===== src/rtl/bin_to_bcd_sampler.sv =====
// bin_to_bcd_sampler: samples a binary reading, converts it to 3 BCD digits by double dabble and
// presents the newest (cur) and previous (prev) results. Optional macro SAMPLE_QUEUE_EN adds a
// one-deep, last-wins request buffer for samples that arrive while busy.
module bin_to_bcd_sampler #(
  parameter int DIN_W = 10
) (
  input  logic             clk,
  input  logic             rst_n,
  input  logic             sample,
  input  logic [DIN_W-1:0] din,
  output logic             busy,
  output logic             done,
  output logic             valid,
  output logic             ovf,
  output logic [3:0]       cur_ones,
  output logic [3:0]       cur_tens,
  output logic [3:0]       cur_huns,
  output logic [3:0]       prev_ones,
  output logic [3:0]       prev_tens,
  output logic [3:0]       prev_huns
);
  typedef enum logic [1:0] {IDLE, SHIFT, DONE} state_t;
  state_t state, state_nx;
  logic [3:0] cnt;
  logic [11:0] scr, scr_adj, cur, prev;
  logic [DIN_W-1:0] bin, load_val;
  logic [12+DIN_W-1:0] shifted;
  logic [9:0] din_x, din_sat;
  logic sat, ovf_p, seen_one, load, load_ovf;
  assign din_x = 10'(din);
  assign sat = din_x > 10'd999;
  assign din_sat = sat ? 10'd999 : din_x;
  assign busy = state != IDLE;
`ifdef SAMPLE_QUEUE_EN
  logic q_pend, q_ovf;
  logic [DIN_W-1:0] q_val;
  // Hold the latest request seen while busy; a request on the DONE edge is consumed directly.
  always_ff @(posedge clk)
    if (!rst_n) begin
      q_pend <= 1'b0;
      q_ovf <= 1'b0;
      q_val <= '0;
    end else if (state == DONE) q_pend <= 1'b0;
    else if (busy && sample) begin
      q_pend <= 1'b1;
      q_ovf <= sat;
      q_val <= DIN_W'(din_sat);
    end
  assign load = (state == IDLE && sample) || (state == DONE && (q_pend || sample));
  assign load_val = sample ? DIN_W'(din_sat) : q_val;
  assign load_ovf = sample ? sat : q_ovf;
`else
  assign load = state == IDLE && sample;
  assign load_val = DIN_W'(din_sat);
  assign load_ovf = sat;
`endif
  assign scr_adj = {scr[11:8] >= 4'd5 ? scr[11:8] + 4'd3 : scr[11:8],
                    scr[7:4]  >= 4'd5 ? scr[7:4]  + 4'd3 : scr[7:4],
                    scr[3:0]  >= 4'd5 ? scr[3:0]  + 4'd3 : scr[3:0]};
  assign shifted = {scr_adj, bin} << 1;
  // State register.
  always_ff @(posedge clk)
    if (!rst_n) state <= IDLE;
    else state <= state_nx;
  // Next state: start on a request, finish after DIN_W shifts, publish for one cycle.
  always_comb begin
    state_nx = state;
    state_nx = load ? SHIFT : (state == SHIFT && cnt == 4'd1) ? DONE : (state == DONE) ? IDLE : state;
  end
  // Conversion datapath: load the saturated reading, then add-3 and shift once per cycle.
  always_ff @(posedge clk)
    if (!rst_n) begin
      cnt <= '0;
      scr <= '0;
      bin <= '0;
      ovf_p <= 1'b0;
    end else if (load) begin
      cnt <= 4'(DIN_W);
      scr <= '0;
      bin <= load_val;
      ovf_p <= load_ovf;
    end else if (state == SHIFT) begin
      {scr, bin} <= shifted;
      cnt <= cnt - 4'd1;
    end
  // Result registers: cur moves to prev and the finished digits become cur on the DONE edge.
  always_ff @(posedge clk)
    if (!rst_n) begin
      cur <= '0;
      prev <= '0;
      ovf <= 1'b0;
      valid <= 1'b0;
      done <= 1'b0;
      seen_one <= 1'b0;
    end else begin
      done <= state == DONE;
      if (state == DONE) begin
        prev <= cur;
        cur <= scr;
        ovf <= ovf_p;
        seen_one <= 1'b1;
        valid <= valid | seen_one;
      end
    end
  assign {cur_huns, cur_tens, cur_ones} = cur;
  assign {prev_huns, prev_tens, prev_ones} = prev;
endmodule


===== config.mk =====
export PLATFORM = sky130hd
export DESIGN_NAME = bin_to_bcd_sampler
export DESIGN_NICKNAME = d
export VERILOG_FILES = /design/src/rtl/bin_to_bcd_sampler.sv
export SDC_FILE = /design/constraint.sdc
export NUM_CORES = 1
export LEC_CHECK = 0
export ABC_CLOCK_PERIOD_IN_PS = 1800
export BUFFER_PORTS_ARGS = -buffer_cell sky130_fd_sc_hd__buf_2
export CAP_MARGIN = 40
export CORE_UTILIZATION = 37
export DETAILED_ROUTE_END_ITERATION = 16
export HOLD_SLACK_MARGIN = 0.1
export PLACE_DENSITY = 0.61
export SKIP_CTS_REPAIR_TIMING = 1
export SYNTH_ARGS = -nofsm -noshare
export SYNTH_HDL_FRONTEND = slang
export SYNTH_SLANG_ARGS = --single-unit

===== constraint.sdc =====
create_clock -name clk -period 1.8 [get_ports clk]
set_input_delay 0.18 -clock clk [delete_from_list [all_inputs] [get_ports clk]]
set_output_delay 0.18 -clock clk [all_outputs]
set_load 0.005 [all_outputs]

After elaboration in Yosys (flattened, before gate mapping)
Index checks and enable logic that the tools add are counted.
Word-level totals
  flip-flop bits (word level): 57
  word-level logic and storage cells: 45
Operators by class
  reduce and logical (&&, ||, !) cells: 8
  add/subtract/negate cells: 4
  equality and inequality tests: 3
  bitwise gates (word level): 2
  $lt $le $gt $ge: 4
  muxes and demuxes: 11
Operators with widths (count)
  two-way mux 10 bit: 3
  two-way mux 4 bit: 4
  >= comparator 4 x 3 -> 1 bit (second input constant): 3
  > comparator 10 bit (second input constant): 1
  adder 4 x 2 -> 4 bit (second input constant): 2
  nonzero test 2 bit: 3
  equality test 4 x 1 -> 1 bit (second input constant): 1
  two-way mux 2 bit: 2
  subtractor 4 x 1 -> 4 bit (second input constant): 1
  adder 3 x 2 -> 3 bit (second input constant): 1
  two-way mux 3 bit: 1
  nonzero test 3 bit: 1
  equality test 2 x 1 -> 1 bit (second input constant): 1
  equality test 2 bit (second input constant): 1
  logical AND 1 bit: 2
  zero test 2 bit: 1
  OR reduction 2 bit: 1
  two-way mux 1 bit: 1
  NOT 1 bit: 1
  bitwise OR 1 bit: 1

Logic depth before layout (Yosys ltp)
Gate-level depths: netlist of the first run.
  word-level depth: 4
  depth in mapped cells: 6
  mapped depth without buffers: 6

Worst setup path before layout of the first run
OpenSTA, ideal clock, no wires.
  kind: reg2reg
  from: reg scr[9]
  to: reg scr[10]
  path buffers: 0
  library setup time: 0.074 ns
  cell stages (with the launch flop): 7
  slack: 0.388 ns
  required time: 1.726 ns
  arrival: 1.337 ns
  cells stage by stage: dfxtp_1 inv_1 ha_1 nand2b_1 a21oi_1 mux2_2 o21ai_0
Between the ends
  word-level cells in the longest chain between the ends: 2
  elaborated cells between the ends (all ways): 3
Ends and longest elaborated chain
  start: declaration: RTL line 25  | logic [11:0] scr, scr_adj, cur, prev;
  start signal: assignment: RTL line 83  | {scr, bin} <= shifted;
  >= comparator 4 x 3 -> 1 bit / adder 3 x 2 -> 3 bit (equally long branches): RTL line 57  | assign scr_adj = {scr[11:8] >= 4'd5 ? scr[11:8] + 4'd3 : scr[11:8],
  two-way mux 3 bit (*): RTL line 57
Mark *: on every way between the ends. The rest lies on a longest branch, timed or not.
A chain may end at the register's enable or synchronous reset.

Worst setup path in the final report of the first run
  from: reg state[0]
  to: out busy
Between the ends
  word-level cells in the longest chain between the ends: 1
Ends and longest elaborated chain
  start: declaration: RTL line 23  | state_t state, state_nx;
  start signal: assignment: RTL line 64  | else state <= state_nx;
  nonzero test 2 bit: RTL line 33  | assign busy = state != IDLE;
  end: declaration: RTL line 11  | output logic busy,
Every way passes these cells.

==> impl_metrics.env, run 1 <==
export IMPL_period_share_pct=90.9
export IMPL_drive_gt1_share_pct=23.1
export IMPL_cp_end_kind="output port"
export IMPL_n_antenna_cell=0
export IMPL_drtIter0Drc=89
export IMPL_hold_viol=0
export IMPL_grt_max_degree=28
export IMPL_worstPathMaxFanout=9
export IMPL_io_buffers=40
export IMPL_wirelength_mm=5.16
export IMPL_gp_congestion=0.779
export IMPL_synth_common_cells="64 x nand2_1, 57 x dfxtp_1, 48 x a21oi_1"
export IMPL_fillers=634
export IMPL_ir_drop_v=0.000600
export IMPL_power_density_nw_per_um2=927
export IMPL_final_util_pct=46.3
export IMPL_netlist_area_um2=2470
export IMPL_hpwl_mm=3.58
export IMPL_slew_viol_final=0
export IMPL_start_kind="flip-flop"
export IMPL_p_leak_nw=1.16
export IMPL_clkLatencyLatePin_ns=0.33
export IMPL_yosys_area_top_type="dfxtp_1"
export IMPL_min_path_cells=3
export IMPL_grt_usage_pct=15.9
export IMPL_ys_types=40
export IMPL_synth_cells=300
export IMPL_avgSynthCellArea_um2=8.23
export IMPL_synth_top_area_share_pct=46.2
export IMPL_hold_path_class="primary input to flip-flop"
export IMPL_status="finished, final reports clean"
export IMPL_cts_root_buffer="clkbuf_8"
export IMPL_fmax_ghz=0.611
export IMPL_fp_coreArea_um2=6390
export IMPL_cap_violations=0
export IMPL_wl_per_cell_um=12.2
export IMPL_synth_area_leaders="dfxtp_1 46%, a21oi_1 9.7%, nand2_1 9.7%"
export IMPL_worstMarginPinSlew_ns=0.374
export IMPL_nets=363
export IMPL_grt_pass1_wl_mm=9.06
export IMPL_ant_nets=0
export IMPL_required_ns=1.62
export IMPL_overflow=0
export IMPL_antenna_found_initial=0
export IMPL_rsz0062_at_grt="false"
export IMPL_ys_flop_type="dfxtp_1"
export IMPL_finClkSkew_ns=0.00633
export IMPL_synthMostInstantiatedCell="nand2_1"
export IMPL_fin_crit_ns=1.64
export IMPL_syn_to_final_growth_pct=19.8
export IMPL_cts_buffers=9
export IMPL_drc=0
export IMPL_stdcell_area_um2=2960
export IMPL_htree_levels=3
export IMPL_ioPinCount=41
export IMPL_viasPerCell=5.05
export IMPL_crit_type="flip-flop to output port"
export IMPL_rows=29
export IMPL_die_h_um=83.7
export IMPL_setup_tns_ns=0
export IMPL_die_area_um2=7010
export IMPL_grt_pass1_vias=2009
export IMPL_die_w_um=83.7
export IMPL_start_util_pct=38.7
export IMPL_p_total_mw=2.74
export IMPL_setup_viol=0
export IMPL_cts_sinks=57
export IMPL_async_flop_share_pct=0
export IMPL_cts_reportedPaths_clkPinSlew_ns=0.06
export IMPL_drtPass1Iterations=4
export IMPL_synth_seq_area_share_pct=46.2
export IMPL_placed_area_um2=2760
export IMPL_synth_edf_count=0
export IMPL_yosysWarnings=0
export IMPL_cts_tree="done"
export IMPL_cp_arrival_ns=1.46
export IMPL_maxSlewHeadroom_pct=74.4
export IMPL_ys_ff_latch=57
export IMPL_syn_num_nets=321
export IMPL_vias=2143
export IMPL_reg2reg_depth=6
export IMPL_clk_path_buf_depth=2
==> routing by layer <==
layer | up-vias | wire length, um | GRT usage, %
met1 | 980 | 2450 | 20.1
met3 | 6 | 262 | 5.84
met4 | 0 | 44 | 4.01
met2 | 48 | 2400 | 25.6
li1 | 1109 | - | -
met5 | - | 0 | 0
==> area by class of cell <==
| type | count | area, um^2 | share of cell area [%] |
|---|---|---|---|
| inverters | 14 | 52.6 | 1.78 |
| clock buffers | 11 | 141 | 4.78 |
| repair buffers | 50 | 300 | 10.2 |
| clock inverters | 5 | 55.1 | 1.86 |
| multi-input cells | 210 | 1170 | 39.6 |
| flip-flops and latches | 57 | 1140 | 38.6 |
| well taps | 77 | 96.3 | 3.26 |
==> cells in the final DEF (no fill, tap or decap), types with 2 or more instances in the layout <==
master	netlist	final
dfxtp_1	57	57
nor3_1	5	5
a2111oi_0	2	2
inv_2	2	2
o21ai_0	16	16
clkbuf_8	0	10
buf_12	0	2
a31oi_1	2	2
nor3b_1	3	3
a22o_1	3	3
buf_2	11	40
nand4_1	2	2
a41oi_1	2	2
clkinv_2	0	2
clkinvlp_4	0	2
nor2_1	20	20
inv_1	12	12
mux2_2	3	3
buf_4	1	8
nand2b_1	5	5
a211oi_1	5	5
a21oi_1	48	48
nand2_1	64	64
nand3_1	4	4
o221a_2	2	2
ha_1	8	8
o221ai_1	3	3
==> through the flow <==
stage / setup slack [ns] / hold slack, ns / instances
2_1_floorplan: 0.388 / 0.307 / 300
6_report: 0.165 / 0.0739 / 424
3_3_place_gp: 0.325 / 0.395 / 408
5_1_grt: 0.0358 / 0.101 / 424
3_5_place_dp: 0.286 / 0.420 / 408
4_1_cts: 0.150 / 0.0632 / 424
==> power by group <==
group          switching, mW  total [mW]  internal, mW
clock network          0.492        1.16         0.672
registers             0.0301        1.33          1.30
logic                  0.141       0.246         0.105
total                  0.664        2.74          2.08
==> state kept, by name (all words and copies together), names as in the netlist <==
register	count
scr	12
ovf_p	1
cur	12
bin	10
valid	1
ovf	1
prev	12
state	2
seen_one	1
cnt	4
done	1
==> worst max-delay path, cell delays in order (launching register included) <==
cell and delay, ns:
dfxtp_1 0.37, buf_4 0.18, buf_4 0.16, or2_2 0.29
buf_2 0.13
==> kinds of logic (layout without fill, tap and decap cells) <==
logic type	Yosys count	after routing	synth area share (%)
mux	4	4	1.77
simple gates	110	110	20.2
fa+ha+maj	8	8	4.05
xor+xnor	2	2	0.709
compound gates	86	86	20.7
buf+inv	33	80	6.38
flops	57	57	46.2
==> final timing paths <==
path	start	to	slack [ns]
setup / recovery	state[0]	busy	0.16
hold reg to reg	prev[9]	prev[9]	0.45
hold / removal	din[1]	bin[1]	0.07
setup reg to reg	scr[4]	scr[5]	0.24
(Power assumes the default switching activity.)
==> inputs of run 2 (changes only) <==
GPL_TIMING_DRIVEN = 0   (was default)
SKIP_LAST_GASP = 1   (was default)
==> run 2 against run 1 <==
Against the previous run:
- hold slack better by 0.0020 ns
- combinational power barely moved
- total power up 0.40%
- clock power barely moved
- critical path type unchanged
- critical endpoint unchanged
- largest cell class unchanged
==> impl_metrics.env, run 2 (same netlist as run 1, synthesis figures left out) <==
export IMPL_finalWorstSetupSlack_ns=0.225
export IMPL_path_buf_inv=3
export IMPL_crit_start="state[0]"
export IMPL_slew_viol_final=0
export IMPL_vias=2201
export IMPL_die_area_um2=7010
export IMPL_gp_congestion=0.791
export IMPL_grt_usage_pct=17.5
export IMPL_path_cells="buf_6 -> buf_2 -> or2_2 -> buf_2"
export IMPL_fin_crit_ns=1.58
export IMPL_dp_slack_ns=0.255
export IMPL_drtIter0Drc=73
export IMPL_cts_root_buffer="clkbuf_8"
export IMPL_ir_drop_v=0.000453
export IMPL_nets=371
export IMPL_worstMarginPinSlew_ns=0.557
export IMPL_cts_reportedPaths_clkPinSlew_ns=0.06
export IMPL_crit_slowest_cell="dfxtp_1"
export IMPL_cap_violations=0
export IMPL_rows=29
export IMPL_cts_tree="done"
export IMPL_cts_sinks=57
export IMPL_crit_family="buffers and inverters"
export IMPL_start_util_pct=38.7
export IMPL_grt_pass1_wl_mm=9.78
export IMPL_drtPass1Iterations=4
export IMPL_layout_commonest_cell="nand2_1"
export IMPL_worstPathMaxFanout=10
export IMPL_reg_top3="cur: 12 flops, prev: 12 flops, scr: 12 flops"
export IMPL_overflow=0
export IMPL_period_share_pct=87.5
export IMPL_wirelength_mm=5.55
export IMPL_hold_path_class="primary input to flip-flop"
export IMPL_cpMostUsedCell="buf_2"
export IMPL_drc=0
export IMPL_crit_type="flip-flop to output port"
export IMPL_fp_coreArea_um2=6390
export IMPL_place_inst=416
export IMPL_clk_path_buf_depth=2
export IMPL_final_cell_mix="64 x nand2_1, 57 x dfxtp_1, 50 x buf_2"
export IMPL_start_kind="flip-flop"
export IMPL_grt_pass1_vias=2091
export IMPL_required_ns=1.62
export IMPL_ant_nets=0
export IMPL_rr_startpoint="scr[4]"
export IMPL_power_density_nw_per_um2=931
export IMPL_final_cells=431
export IMPL_syn_to_final_growth_pct=19.8
export IMPL_antenna_found_initial=0
export IMPL_hold_viol=0
export IMPL_hp_start="din[1]"
export IMPL_setup_tns_ns=0
export IMPL_setup_viol=0
export IMPL_slowest_delay_ns=0.32
export IMPL_maxSlewHeadroom_pct=62.9
export IMPL_p_leak_nw=1.18
export IMPL_wl_per_cell_um=12.9
export IMPL_die_h_um=83.7
export IMPL_viasPerCell=5.11
export IMPL_fillers=653
export IMPL_die_w_um=83.7
export IMPL_grt_max_degree=11
export IMPL_rsz0062_at_grt="false"
export IMPL_status="finished, final reports clean"
export IMPL_clkLatencyLatePin_ns=0.33
export IMPL_n_antenna_cell=0
export IMPL_hpwl_mm=3.94
export IMPL_io_buffers=39
export IMPL_drive_gt1_share_pct=23.4
export IMPL_cts_buffers=9
export IMPL_finClkSkew_ns=0.00750
export IMPL_htree_levels=3
export IMPL_cp_end_kind="output port"
export IMPL_fmax_ghz=0.635
export IMPL_cp_arrival_ns=1.40
export IMPL_ioPinCount=41
-- run 2: path summary, 6_finish.rpt --
check | endpoint | slack [ns] | depth (start not counted)
worst min-delay path | bin[1] | 0.08 | 3
worst max-delay path | busy | 0.22 | 4
worst max register to register | scr[5] | 0.24 | 6
worst min register to register | prev[2] | 0.45 | 2
-- run 2: power breakdown --
group	switching, mW	internal (mW)
clock	0.472	0.702
combinational	0.150	0.0985
sequential	0.0280	1.30
total	0.650	2.10
-- run 2: per-stage QoR --
stage / total power, mW / util (%) / hold slack [ns] / instance area [um^2]
after detailed placement: 1.60 / 43.2 / 0.414 / 2760
after CTS: 2.79 / 46.3 / 0.0621 / 2960
after global placement: 1.60 / 43.2 / 0.397 / 2760
after floorplan: 1.53 / - / 0.307 / 2470
after global routing: 2.89 / 46.3 / 0.115 / 2960
final: 2.75 / 46.3 / 0.0759 / 2960
-- run 2: metal layers --
| layer | vias to the layer above | track usage, % | part of all wire [%] |
|---|---|---|---|
| met2 | 47 | 28.5 | 48 |
| met1 | 1022 | 22.3 | 48 |
| met5 | - | 0 | 0 |
| li1 | 1126 | - | - |
| met4 | 0 | 5.08 | 0.99 |
| met3 | 6 | 5.44 | 3.6 |
-- run 2: layout make-up --
class                      count  area, um^2  share of cell area [%]
buffer                        19         105                    3.55
clock buffer                  12         155                    5.25
clock inverter                 3        40.0                    1.35
inverter                      14        52.6                    1.78
multi-input combinational    210        1170                    39.6
sequential                    57        1140                    38.6
tap                           77        96.3                    3.26
timing repair buffer          39         195                    6.60
-- run 2: tightest hold or removal path, stage by stage --
cell and delay [ns]:
buf_2 0.08, nor3_1 0.04, nor2_1 0.07
